--- config.mk ---
export PLATFORM = sky130hd
export DESIGN_NAME = exec_unit_mc
export DESIGN_NICKNAME = d
export VERILOG_FILES = /design/src/rtl/exec_pkg.sv /design/src/rtl/exec_unit_mc_iter_shifter.sv /design/src/rtl/exec_unit_mc.sv
export SDC_FILE = /design/constraint.sdc
export NUM_CORES = 2
export LEC_CHECK = 0
export CORE_MARGIN = 3
export CORE_UTILIZATION = 45
export CTS_BUF_LIST = sky130_fd_sc_hd__clkbuf_16
export DETAILED_ROUTE_END_ITERATION = 10
export GPL_TIMING_DRIVEN = 0
export PLACE_DENSITY_LB_ADDON = 0.15
export SLEW_MARGIN = 10
export SYNTH_ARGS = -nofsm -noshare
export SYNTH_HDL_FRONTEND = slang
export SYNTH_HIERARCHICAL = 1
export SYNTH_SLANG_ARGS = --single-unit
--- constraint.sdc ---
create_clock -name clk -period 6.55 [get_ports clk]
set_input_delay 0.655 -clock clk [delete_from_list [all_inputs] [get_ports clk]]
set_output_delay 0.655 -clock clk [all_outputs]
set_load 0.005 [all_outputs]
--- src/rtl/exec_pkg.sv ---
// Shared decode constants, state and ALU enums for the multi-cycle RV32I execute unit.
package exec_pkg;

  localparam logic [6:0] OPC_OP_IMM = 7'b0010011;
  localparam logic [6:0] OPC_OP     = 7'b0110011;
  localparam logic [6:0] OPC_LUI    = 7'b0110111;
  localparam logic [6:0] OPC_JAL    = 7'b1101111;

  localparam logic [2:0] F3_ADD  = 3'b000;
  localparam logic [2:0] F3_SLL  = 3'b001;
  localparam logic [2:0] F3_SLT  = 3'b010;
  localparam logic [2:0] F3_SLTU = 3'b011;
  localparam logic [2:0] F3_XOR  = 3'b100;
  localparam logic [2:0] F3_SR   = 3'b101;
  localparam logic [2:0] F3_OR   = 3'b110;
  localparam logic [2:0] F3_AND  = 3'b111;

  localparam logic [6:0] F7_BASE = 7'b0000000;
  localparam logic [6:0] F7_ALT  = 7'b0100000;

  localparam logic [1:0] SH_SLL = 2'd0;
  localparam logic [1:0] SH_SRL = 2'd1;
  localparam logic [1:0] SH_SRA = 2'd2;

  typedef enum logic [1:0] {IDLE, EXEC, SHIFT, WB} state_e;

  typedef enum logic [3:0] {
    ALU_ADD, ALU_SUB, ALU_SLL, ALU_SLT, ALU_SLTU,
    ALU_XOR, ALU_SRL, ALU_SRA, ALU_OR, ALU_AND
  } alu_op_e;

  function automatic logic [1:0] shift_kind(input alu_op_e op);
    case (op)
      ALU_SRL: return SH_SRL;
      ALU_SRA: return SH_SRA;
      default: return SH_SLL;
    endcase
  endfunction

endpackage

--- src/rtl/exec_unit_mc_iter_shifter.sv ---
// Iterative shifter: moves up to SHIFT_STEP bits per cycle until the loaded amount is consumed.
module iter_shifter
  import exec_pkg::*;
#(
  parameter int SHIFT_STEP = 1
) (
  input  logic        clk,
  input  logic        rst_n,
  input  logic        load,
  input  logic [31:0] value,
  input  logic [4:0]  amount,
  input  logic [1:0]  kind,
  output logic [31:0] result,
  output logic        finished
);

  localparam logic [5:0] STEP = 6'(SHIFT_STEP);

  logic [31:0] r_val;
  logic [5:0]  r_rem;
  logic [1:0]  r_kind;
  logic [5:0]  w_step;
  logic [31:0] w_next;

  // One step of min(STEP, remaining); repeated arithmetic shifts keep replicating bit 31.
  always_comb begin
    w_step = (r_rem < STEP) ? r_rem : STEP;
    w_next = r_val;
    case (r_kind)
      SH_SLL:  w_next = r_val << w_step;
      SH_SRL:  w_next = r_val >> w_step;
      SH_SRA:  w_next = $unsigned($signed(r_val) >>> w_step);
      default: w_next = r_val;
    endcase
  end

  // Shifter state: load captures operands, otherwise step while work remains.
  always_ff @(posedge clk) begin
    if (!rst_n) begin
      r_val  <= 32'h0000_0000;
      r_rem  <= 6'd0;
      r_kind <= SH_SLL;
    end else if (load) begin
      r_val  <= value;
      r_rem  <= {1'b0, amount};
      r_kind <= kind;
    end else if (r_rem != 6'd0) begin
      r_val <= w_next;
      r_rem <= r_rem - w_step;
    end
  end

  assign result   = r_val;
  assign finished = (r_rem != 6'd0) && (r_rem <= STEP);

endmodule

--- src/rtl/exec_unit_mc.sv ---
// Multi-cycle RV32I/RV32E execute and writeback unit with its own register file.
module exec_unit_mc
  import exec_pkg::*;
#(
  parameter int NREGS      = 32,
  parameter int SHIFT_STEP = 1
) (
  input  logic        clk,
  input  logic        rst_n,
  input  logic        instr_valid,
  output logic        instr_ready,
  input  logic [31:0] instruction,
  input  logic [31:0] pc_next,
  output logic        busy,
  output logic        done,
  output logic        illegal,
  input  logic [4:0]  dbg_addr,
  output logic [31:0] dbg_data
);

  localparam int         AW      = $clog2(NREGS);
  localparam logic [5:0] NREGS_W = 6'(NREGS);

  state_e      r_state;
  logic [31:0] r_instr;
  logic [31:0] r_pc_next;
  logic [31:0] r_result;
  logic [4:0]  r_rd;
  logic        r_use_sh;
  logic        r_wr_en;
  logic        r_ready;
  logic        r_busy;
  logic        r_done;
  logic        r_illegal;
  logic [31:0] r_regs [NREGS];

  logic [6:0]  w_opc;
  logic [4:0]  w_rd;
  logic [2:0]  w_f3;
  logic [4:0]  w_rs1;
  logic [4:0]  w_rs2;
  logic [6:0]  w_f7;
  logic [31:0] w_imm;
  logic [31:0] w_rs1_val;
  logic [31:0] w_rs2_val;
  logic [31:0] w_op_b;
  logic [31:0] w_alu_res;
  logic [31:0] w_result;
  alu_op_e     w_alu_op;
  logic        w_legal;
  logic        w_is_shift;
  logic        w_sh_load;
  logic [31:0] w_sh_result;
  logic        w_sh_finished;

  function automatic logic reg_ok(input logic [4:0] addr);
    return {1'b0, addr} < NREGS_W;
  endfunction

  assign w_opc = r_instr[6:0];
  assign w_rd  = r_instr[11:7];
  assign w_f3  = r_instr[14:12];
  assign w_rs1 = r_instr[19:15];
  assign w_rs2 = r_instr[24:20];
  assign w_f7  = r_instr[31:25];
  assign w_imm = {{20{r_instr[31]}}, r_instr[31:20]};

  // Register read ports; x0 and out-of-range indices read as zero.
  always_comb begin
    w_rs1_val = 32'h0000_0000;
    w_rs2_val = 32'h0000_0000;
    if ((w_rs1 != 5'd0) && reg_ok(w_rs1)) begin
      w_rs1_val = r_regs[w_rs1[AW-1:0]];
    end else begin
      w_rs1_val = 32'h0000_0000;
    end
    if ((w_rs2 != 5'd0) && reg_ok(w_rs2)) begin
      w_rs2_val = r_regs[w_rs2[AW-1:0]];
    end else begin
      w_rs2_val = 32'h0000_0000;
    end
  end

  // Decode and legality check of the latched instruction word.
  always_comb begin
    w_alu_op = ALU_ADD;
    w_legal  = 1'b0;
    w_op_b   = w_imm;
    case (w_opc)
      OPC_OP_IMM: begin
        w_legal = reg_ok(w_rd) && reg_ok(w_rs1);
        case (w_f3)
          F3_ADD:  w_alu_op = ALU_ADD;
          F3_SLT:  w_alu_op = ALU_SLT;
          F3_SLTU: w_alu_op = ALU_SLTU;
          F3_XOR:  w_alu_op = ALU_XOR;
          F3_OR:   w_alu_op = ALU_OR;
          F3_AND:  w_alu_op = ALU_AND;
          F3_SLL: begin
            w_alu_op = ALU_SLL;
            w_legal  = w_legal && (w_f7 == F7_BASE);
          end
          F3_SR: begin
            w_alu_op = (w_f7 == F7_ALT) ? ALU_SRA : ALU_SRL;
            w_legal  = w_legal && ((w_f7 == F7_BASE) || (w_f7 == F7_ALT));
          end
          default: w_alu_op = ALU_ADD;
        endcase
      end
      OPC_OP: begin
        w_op_b  = w_rs2_val;
        w_legal = reg_ok(w_rd) && reg_ok(w_rs1) && reg_ok(w_rs2) &&
                  ((w_f7 == F7_BASE) ||
                   ((w_f7 == F7_ALT) && ((w_f3 == F3_ADD) || (w_f3 == F3_SR))));
        case (w_f3)
          F3_ADD:  w_alu_op = (w_f7 == F7_ALT) ? ALU_SUB : ALU_ADD;
          F3_SLL:  w_alu_op = ALU_SLL;
          F3_SLT:  w_alu_op = ALU_SLT;
          F3_SLTU: w_alu_op = ALU_SLTU;
          F3_XOR:  w_alu_op = ALU_XOR;
          F3_SR:   w_alu_op = (w_f7 == F7_ALT) ? ALU_SRA : ALU_SRL;
          F3_OR:   w_alu_op = ALU_OR;
          F3_AND:  w_alu_op = ALU_AND;
          default: w_alu_op = ALU_ADD;
        endcase
      end
      OPC_LUI: w_legal = reg_ok(w_rd);
      OPC_JAL: w_legal = reg_ok(w_rd);
      default: w_legal = 1'b0;
    endcase
  end

  assign w_is_shift = ((w_opc == OPC_OP_IMM) || (w_opc == OPC_OP)) &&
                      ((w_alu_op == ALU_SLL) || (w_alu_op == ALU_SRL) || (w_alu_op == ALU_SRA));
  assign w_sh_load  = (r_state == EXEC) && w_legal && w_is_shift && (w_op_b[4:0] != 5'd0);

  // Single-cycle ALU; a shift by zero passes rs1 straight through.
  always_comb begin
    w_alu_res = 32'h0000_0000;
    case (w_alu_op)
      ALU_ADD:  w_alu_res = w_rs1_val + w_op_b;
      ALU_SUB:  w_alu_res = w_rs1_val - w_op_b;
      ALU_SLT:  w_alu_res = {31'h0, $signed(w_rs1_val) < $signed(w_op_b)};
      ALU_SLTU: w_alu_res = {31'h0, w_rs1_val < w_op_b};
      ALU_XOR:  w_alu_res = w_rs1_val ^ w_op_b;
      ALU_OR:   w_alu_res = w_rs1_val | w_op_b;
      ALU_AND:  w_alu_res = w_rs1_val & w_op_b;
      ALU_SLL, ALU_SRL, ALU_SRA: w_alu_res = w_rs1_val;
      default:  w_alu_res = 32'h0000_0000;
    endcase
    case (w_opc)
      OPC_LUI: w_result = {r_instr[31:12], 12'h000};
      OPC_JAL: w_result = r_pc_next;
      default: w_result = w_alu_res;
    endcase
  end

  iter_shifter #(
    .SHIFT_STEP(SHIFT_STEP)
  ) u_shifter (
    .clk      (clk),
    .rst_n    (rst_n),
    .load     (w_sh_load),
    .value    (w_rs1_val),
    .amount   (w_op_b[4:0]),
    .kind     (shift_kind(w_alu_op)),
    .result   (w_sh_result),
    .finished (w_sh_finished)
  );

  // Control FSM with registered handshake outputs.
  always_ff @(posedge clk) begin
    if (!rst_n) begin
      r_state   <= IDLE;
      r_instr   <= 32'h0000_0000;
      r_pc_next <= 32'h0000_0000;
      r_result  <= 32'h0000_0000;
      r_rd      <= 5'd0;
      r_use_sh  <= 1'b0;
      r_wr_en   <= 1'b0;
      r_ready   <= 1'b1;
      r_busy    <= 1'b0;
      r_done    <= 1'b0;
      r_illegal <= 1'b0;
    end else begin
      case (r_state)
        IDLE: begin
          r_done    <= 1'b0;
          r_illegal <= 1'b0;
          if (instr_valid) begin
            r_instr   <= instruction;
            r_pc_next <= pc_next;
            r_state   <= EXEC;
            r_ready   <= 1'b0;
            r_busy    <= 1'b1;
          end
        end
        EXEC: begin
          r_result <= w_result;
          r_rd     <= w_rd;
          r_wr_en  <= w_legal && (w_rd != 5'd0);
          r_use_sh <= w_sh_load;
          if (w_sh_load) begin
            r_state <= SHIFT;
          end else begin
            r_state   <= WB;
            r_done    <= 1'b1;
            r_illegal <= !w_legal;
          end
        end
        SHIFT: begin
          if (w_sh_finished) begin
            r_state <= WB;
            r_done  <= 1'b1;
          end
        end
        WB: begin
          r_state   <= IDLE;
          r_done    <= 1'b0;
          r_illegal <= 1'b0;
          r_busy    <= 1'b0;
          r_ready   <= 1'b1;
        end
        default: begin
          r_state   <= IDLE;
          r_done    <= 1'b0;
          r_illegal <= 1'b0;
          r_busy    <= 1'b0;
          r_ready   <= 1'b1;
        end
      endcase
    end
  end

  // Register file: cleared on reset, written at the end of WB.
  always_ff @(posedge clk) begin
    if (!rst_n) begin
      for (int i = 0; i < NREGS; i++) begin
        r_regs[i] <= 32'h0000_0000;
      end
    end else if ((r_state == WB) && r_wr_en) begin
      r_regs[r_rd[AW-1:0]] <= r_use_sh ? w_sh_result : r_result;
    end
  end

  assign dbg_data    = ((dbg_addr != 5'd0) && reg_ok(dbg_addr)) ? r_regs[dbg_addr[AW-1:0]] : 32'h0000_0000;
  assign instr_ready = r_ready;
  assign busy        = r_busy;
  assign done        = r_done;
  assign illegal     = r_illegal;

endmodule

After elaboration in Yosys (flattened, before gate mapping). Memory sizes are Yosys's and may differ from the RTL's. A register that Yosys moved wholly into a read port is not among the register bits. Index checks and enable logic that the tools add are counted.

Bits in read-only memories: 0. Memories kept: 1. Input bits: 72. Register bits after elaboration: 149. Bits in latches: 0. RAM bits: 1024. Output and inout port bits: 36.

Multiplexer cells: 45. $add $sub $neg: 3. Divide/modulo/power cells: 0. Reductions and logical operators: 41. Magnitude comparators: 4. Bitwise operators: 4. Multipliers: 0. Shifts and indexed selects: 3. Equality and inequality tests: 29.

Memories: r_regs (depth 32, bits a word 32, read ports 3, clocked after memory_dff 2, write ports 32, line exec_unit_mc.sv:35) `logic [31:0] r_regs [NREGS];`.

Operator list (count): two-way mux 32 bit (8); one-hot mux 32 bit (8 select lines) (1); one-hot mux 32 bit (3 select lines) (1); less-than comparator 32 bit (2); one-hot mux 32 bit (2 select lines) (1); one-hot mux 4 bit (8 select lines) (2); two-way mux 5 bit (7); adder 32 bit (1); bitwise AND 32 bit (1); bitwise OR 32 bit (1); OR reduction 32 bit (1); << shifter 32 x 6 -> 32 bit (1); >> shifter 32 x 6 -> 32 bit (1); >>> shifter 32 x 6 -> 32 bit (1); subtractor 32 bit (1); bitwise XOR 32 bit (1); nonzero test 5 bit (5); equality test 7 x 6 -> 1 bit, second input constant (3); equality test 4 x 3 -> 1 bit, second input constant (4); two-way mux 1 bit (13); equality test 3 bit, second input constant (4); AND reduction 2 bit (6); equality test 4 x 2 -> 1 bit, second input constant (2); equality test 4 bit, second input constant (2); other kinds (32) (59).

Depth between registers and ports, before layout.
Depth in word-level cells: 12. Mapped depth: 23.

By module. Netlist, hierarchy kept.

Modules (own cells, without submodules): exec_unit_mc (area each 70563.9 µm², cells each 5246, seq. area each 33131.8 µm², times used 1); iter_shifter (area each 2228.4 µm², cells each 268, seq. area each 800.8 µm², times used 1).

Worst setup path before layout. OpenSTA, ideal clock, no wires.

Kind: reg-to-reg. Start: register with a tool-made name. End: register r_result[28]. Library setup time: 0.132 ns. Data required time: 6.418 ns. Setup slack: 1.182 ns. Stages on the path, launching flop included: 22. Arrival: 5.236 ns. Period minus slack after synthesis: 5.368 ns. Cells stage by stage: dfxtp_1 buf_4 buf_2 buf_1 mux4_2 mux4_2 mux2i_1 nor2_1 a21o_1 ha_1 clkbuf_1 o21ai_0 a221o_1 a31o_2 a31oi_1 a31o_2 nand4_1 a31oi_1 a31oi_1 xnor2_1 a221oi_1 a31oi_1.

RTL lines: end signal, assigned (line exec_unit_mc.sv:199) `r_result <= w_result;`; end, declared (line exec_unit_mc.sv:27) `logic [31:0] r_result;`.

==> run metrics <==
status finished, violations left; failing checks max-capacitance violations, max-slew violations, negative setup slack; cells along the critical path clkbuf_4 -> clkbuf_4 -> buf_4 -> buf_2 -> mux4_2 -> mux2i_2 -> nor2_2 -> ha_1 -> inv_1 -> o21bai_1 -> a2111oi_2 -> o31ai_1 -> a31o_2 -> nand4_1 -> nand3b_1 -> buf_4 -> a2111oi_2 -> a21oi_1 -> o21a_1; core area 0.159 mm2; crit-path max FO 11; Die H 408 um; I/O pin count 108; Period Utilization, post-route 101%; final worst path period need 6.58 ns; Total GRT Usage 40.2%; hpwl dp 247000 um; global route overflow 0; CTS sink cnt about 1200; Yosys reg bits 1183; Crit Path Category reg2reg; Yosys warning count 6; Iter 0 DRT Violations 11200; R2R depth 19; Setup TNS Final -0.0538 ns; Routed Antenna Nets 0; CTS Buf Count 140; most frequent cells after synthesis 1227 x nor2_1, 1024 x edfxtp_1, 946 x mux4_2; clock skew 0.0252 ns; Power, Total 0.0292 W; Inst Count DP 7792; Hold Path Cell Cnt 3; fin area ~0.083 mm2; vias in the first global route 54600; post-synthesis instance total between 5000 and 6000; Hold Path End r_pc_next[11]$_SDFFE_PN0P_; Die ar. 0.167 mm2; maximum VDD drop 0.265 mV; Achievable Freq 0.152 GHz; initial cell density of the core a little under half; Die X 408 um; layout cell share with drive strength beyond 1 25.3%; largest net degree at the start of global routing 33; top cell type's share of synthesized area 42.2%; Final nets ~6000; slowest stage delay, CP about 0.57 ns; Via density 7.21; Reg clk slew, reported paths 0.06 ns; DP Area 0.0773 mm2; Hold/Removal Path Class in2reg; crit end category register; crit path DAT 7.31 ns; drt drc 0; Synth cell types between 90 and 100; Area Growth Syn to Fin 13.4%; max cap viols 4; Synth area leaders edfxtp_1 42%, mux4_2 29%, nor2_1 6.3%; max_slew headroom -2.38%; Worst-Margin Slew 1.49 ns; Critical Path RT slightly above 7 ns; Clock Root Buffer clkbuf_16; dominant cell type by area after synthesis edfxtp_1; Synth Cell Area 0.0728 mm2; # port buffers 104; final wirelength 340000 um; Worst path slowest cell dfxtp_1; post-synthesis sequential area ratio a little under half; final setup violation count 3; Post-CTS Hold Buffers 0; GPL Wtd Cong 0.995; setup ws final -0.0341 ns; PwrDens roughly 350 mW/mm2; floorplan row count 146; Fin. Hold Viols 0; final std cells w/o fill 8049; DR vias between 50000 and 60000; clock buffer depth 3; initial antenna violation count 23; main flop type after synthesis edfxtp_1; Post-synth ARST share 0%; EDFF count, synth 1024; synthesized area per cell ~13 um2; Lkg Pwr about 27 nW; clk_lat worst skew between 0.8 and 0.9 ns; syn nets 5694; Pre-Repair DR Iteration Count 8; WHS between 0.3 and 0.4 ns; CTS tree built; most frequent cell after synthesis nor2_1; first-pass GRT wire length 456000 um; count of pins over their slew limit 3; startpoint types register; R2R setup slack -0.03 ns; H-tree depth 4; hold_sp pc_next[11]; capture point of the worst reg-to-reg path r_result[24]$_SDFFE_PN0P_; WL/cell 42.3 um
==> cell families (layout without fill, tap and decap cells) <==
group                    after synthesis  in the layout  synth area share [%]
AND/OR/NAND/NOR                     1736           1736                  9.63
buffers and inverters                685           1065                  3.80
AO/OA/AOI/OAI                        676            676                  6.36
multiplexers                        1108           1108                  31.5
other                                  0              9                     0
flip-flops                          1183           1183                  46.6
adder cells (fa/ha/maj)              108            108                  1.87
XOR/XNOR                              18             18                 0.217
==> flip-flops by register name (all words and copies together) (netlist names), 2 cells and up, named ones only <==
name              flops
u_shifter/result     32
r_state               2
r_rd                  5
r_result             32
r_regs             1024
r_pc_next            32
u_shifter/r_kind      2
r_instr              32
u_shifter/r_rem       6
==> worst max-delay path: cells and delay by family, from the launching register on <==
kind | cells | cell delay [ns]
buffers and inverters | 6 | 2.41
AND/OR/NAND/NOR | 3 | 0.86
multiplexers | 2 | 0.56
adder cells (fa/ha/maj) | 1 | 0.35
flip-flops | 1 | 0.57
AO/OA/AOI/OAI | 7 | 1.65
==> worst max path at each step <==
stage | start | end | slack [ns] | cells past startpoint
2_1_floorplan | register | r_result[28]$_SDFFE_PN0P_ | 1.18 | 21
3_3_place_gp | register | r_result[29]$_SDFFE_PN0P_ | -3.06 | 19
3_5_place_dp | register | r_result[31]$_SDFFE_PN0P_ | -2.88 | 21
4_1_cts | register | r_result[23]$_SDFFE_PN0P_ | 0.01 | 22
5_1_grt | register | r_result[25]$_SDFFE_PN0P_ | -0.005 | 20
6_report | register | r_result[24]$_SDFFE_PN0P_ | -0.03 | 19
==> final cells by class <==
type                            count  area [um2]
Clock buffer                      142        3550
Buffer                            546        2850
Timing Repair Buffer              140        1630
Sequential cell                  1183       33900
Tap cell                         2146        2690
Clock inverter                    109         851
Inverter                          128         484
Antenna cell                        9        22.5
Fill cell                       13800       76900
Multi-Input combinational cell   3646       36600
==> layout by cell type, fill, tap and decap left out, types with 22 or more instances in the layout <==
master           netlist  final
a22oi_1               42     42
clkdlybuf4s50_1        0    104
clkbuf_16              0    142
a211oi_1              44     42
o21ai_0              124    121
buf_2                 35     22
buf_12                 0     28
clkinv_1               1     24
mux4_2               946    946
a21oi_1              161    158
edfxtp_1            1024   1024
ha_1                 107     99
nand2_1              301    269
nor2_1              1227   1223
nor2b_1               24     24
buf_6                 14     29
dfxtp_1              159    156
clkbuf_1             420    345
mux2i_1              152    131
buf_4                 12     37
a21boi_0              69     69
inv_1                127    161
nor3_1                34     28
buf_1                 76     31
clkbuf_2               0     46
clkbuf_4               0     22
nand3_1               46     46
==> stage by stage <==
stage | util, % | worst slack [ns]
global placement | 48.0 | -3.06
finish | 51.8 | -0.0341
global route | 51.8 | -0.00483
floorplan | - | 1.18
detailed placement | 48.5 | -2.88
CTS | 51.6 | 0.0130
==> per-layer routing <==
layer | global-route usage, % | vias up | wire length (um)
met5 | 0 | - | 134
met4 | 24.4 | 20 | 25200
met3 | 17.8 | 1065 | 55000
met2 | 57.6 | 5226 | 145000
met1 | 50.0 | 29700 | 115000
li1 | - | 22000 | -
==> repair_timing <==
action                                  4_1_cts  5_1_grt
setup buffers                                 5        3
endpoints found under the setup margin       28       19
hold endpoints to repair                      0        0
pin swaps                                     3        2
gates resized for setup                     236       84
==> where the power goes <==
group	leakage (nW)	total, W	internal [W]	switching [W]
Combinational	12.7	0.0123	0.00405	0.00825
Sequential	11.9	0.00902	0.00860	0.000421
Clock	2.30	0.00784	0.00435	0.00349
Power figures use the tool's default switching activity.
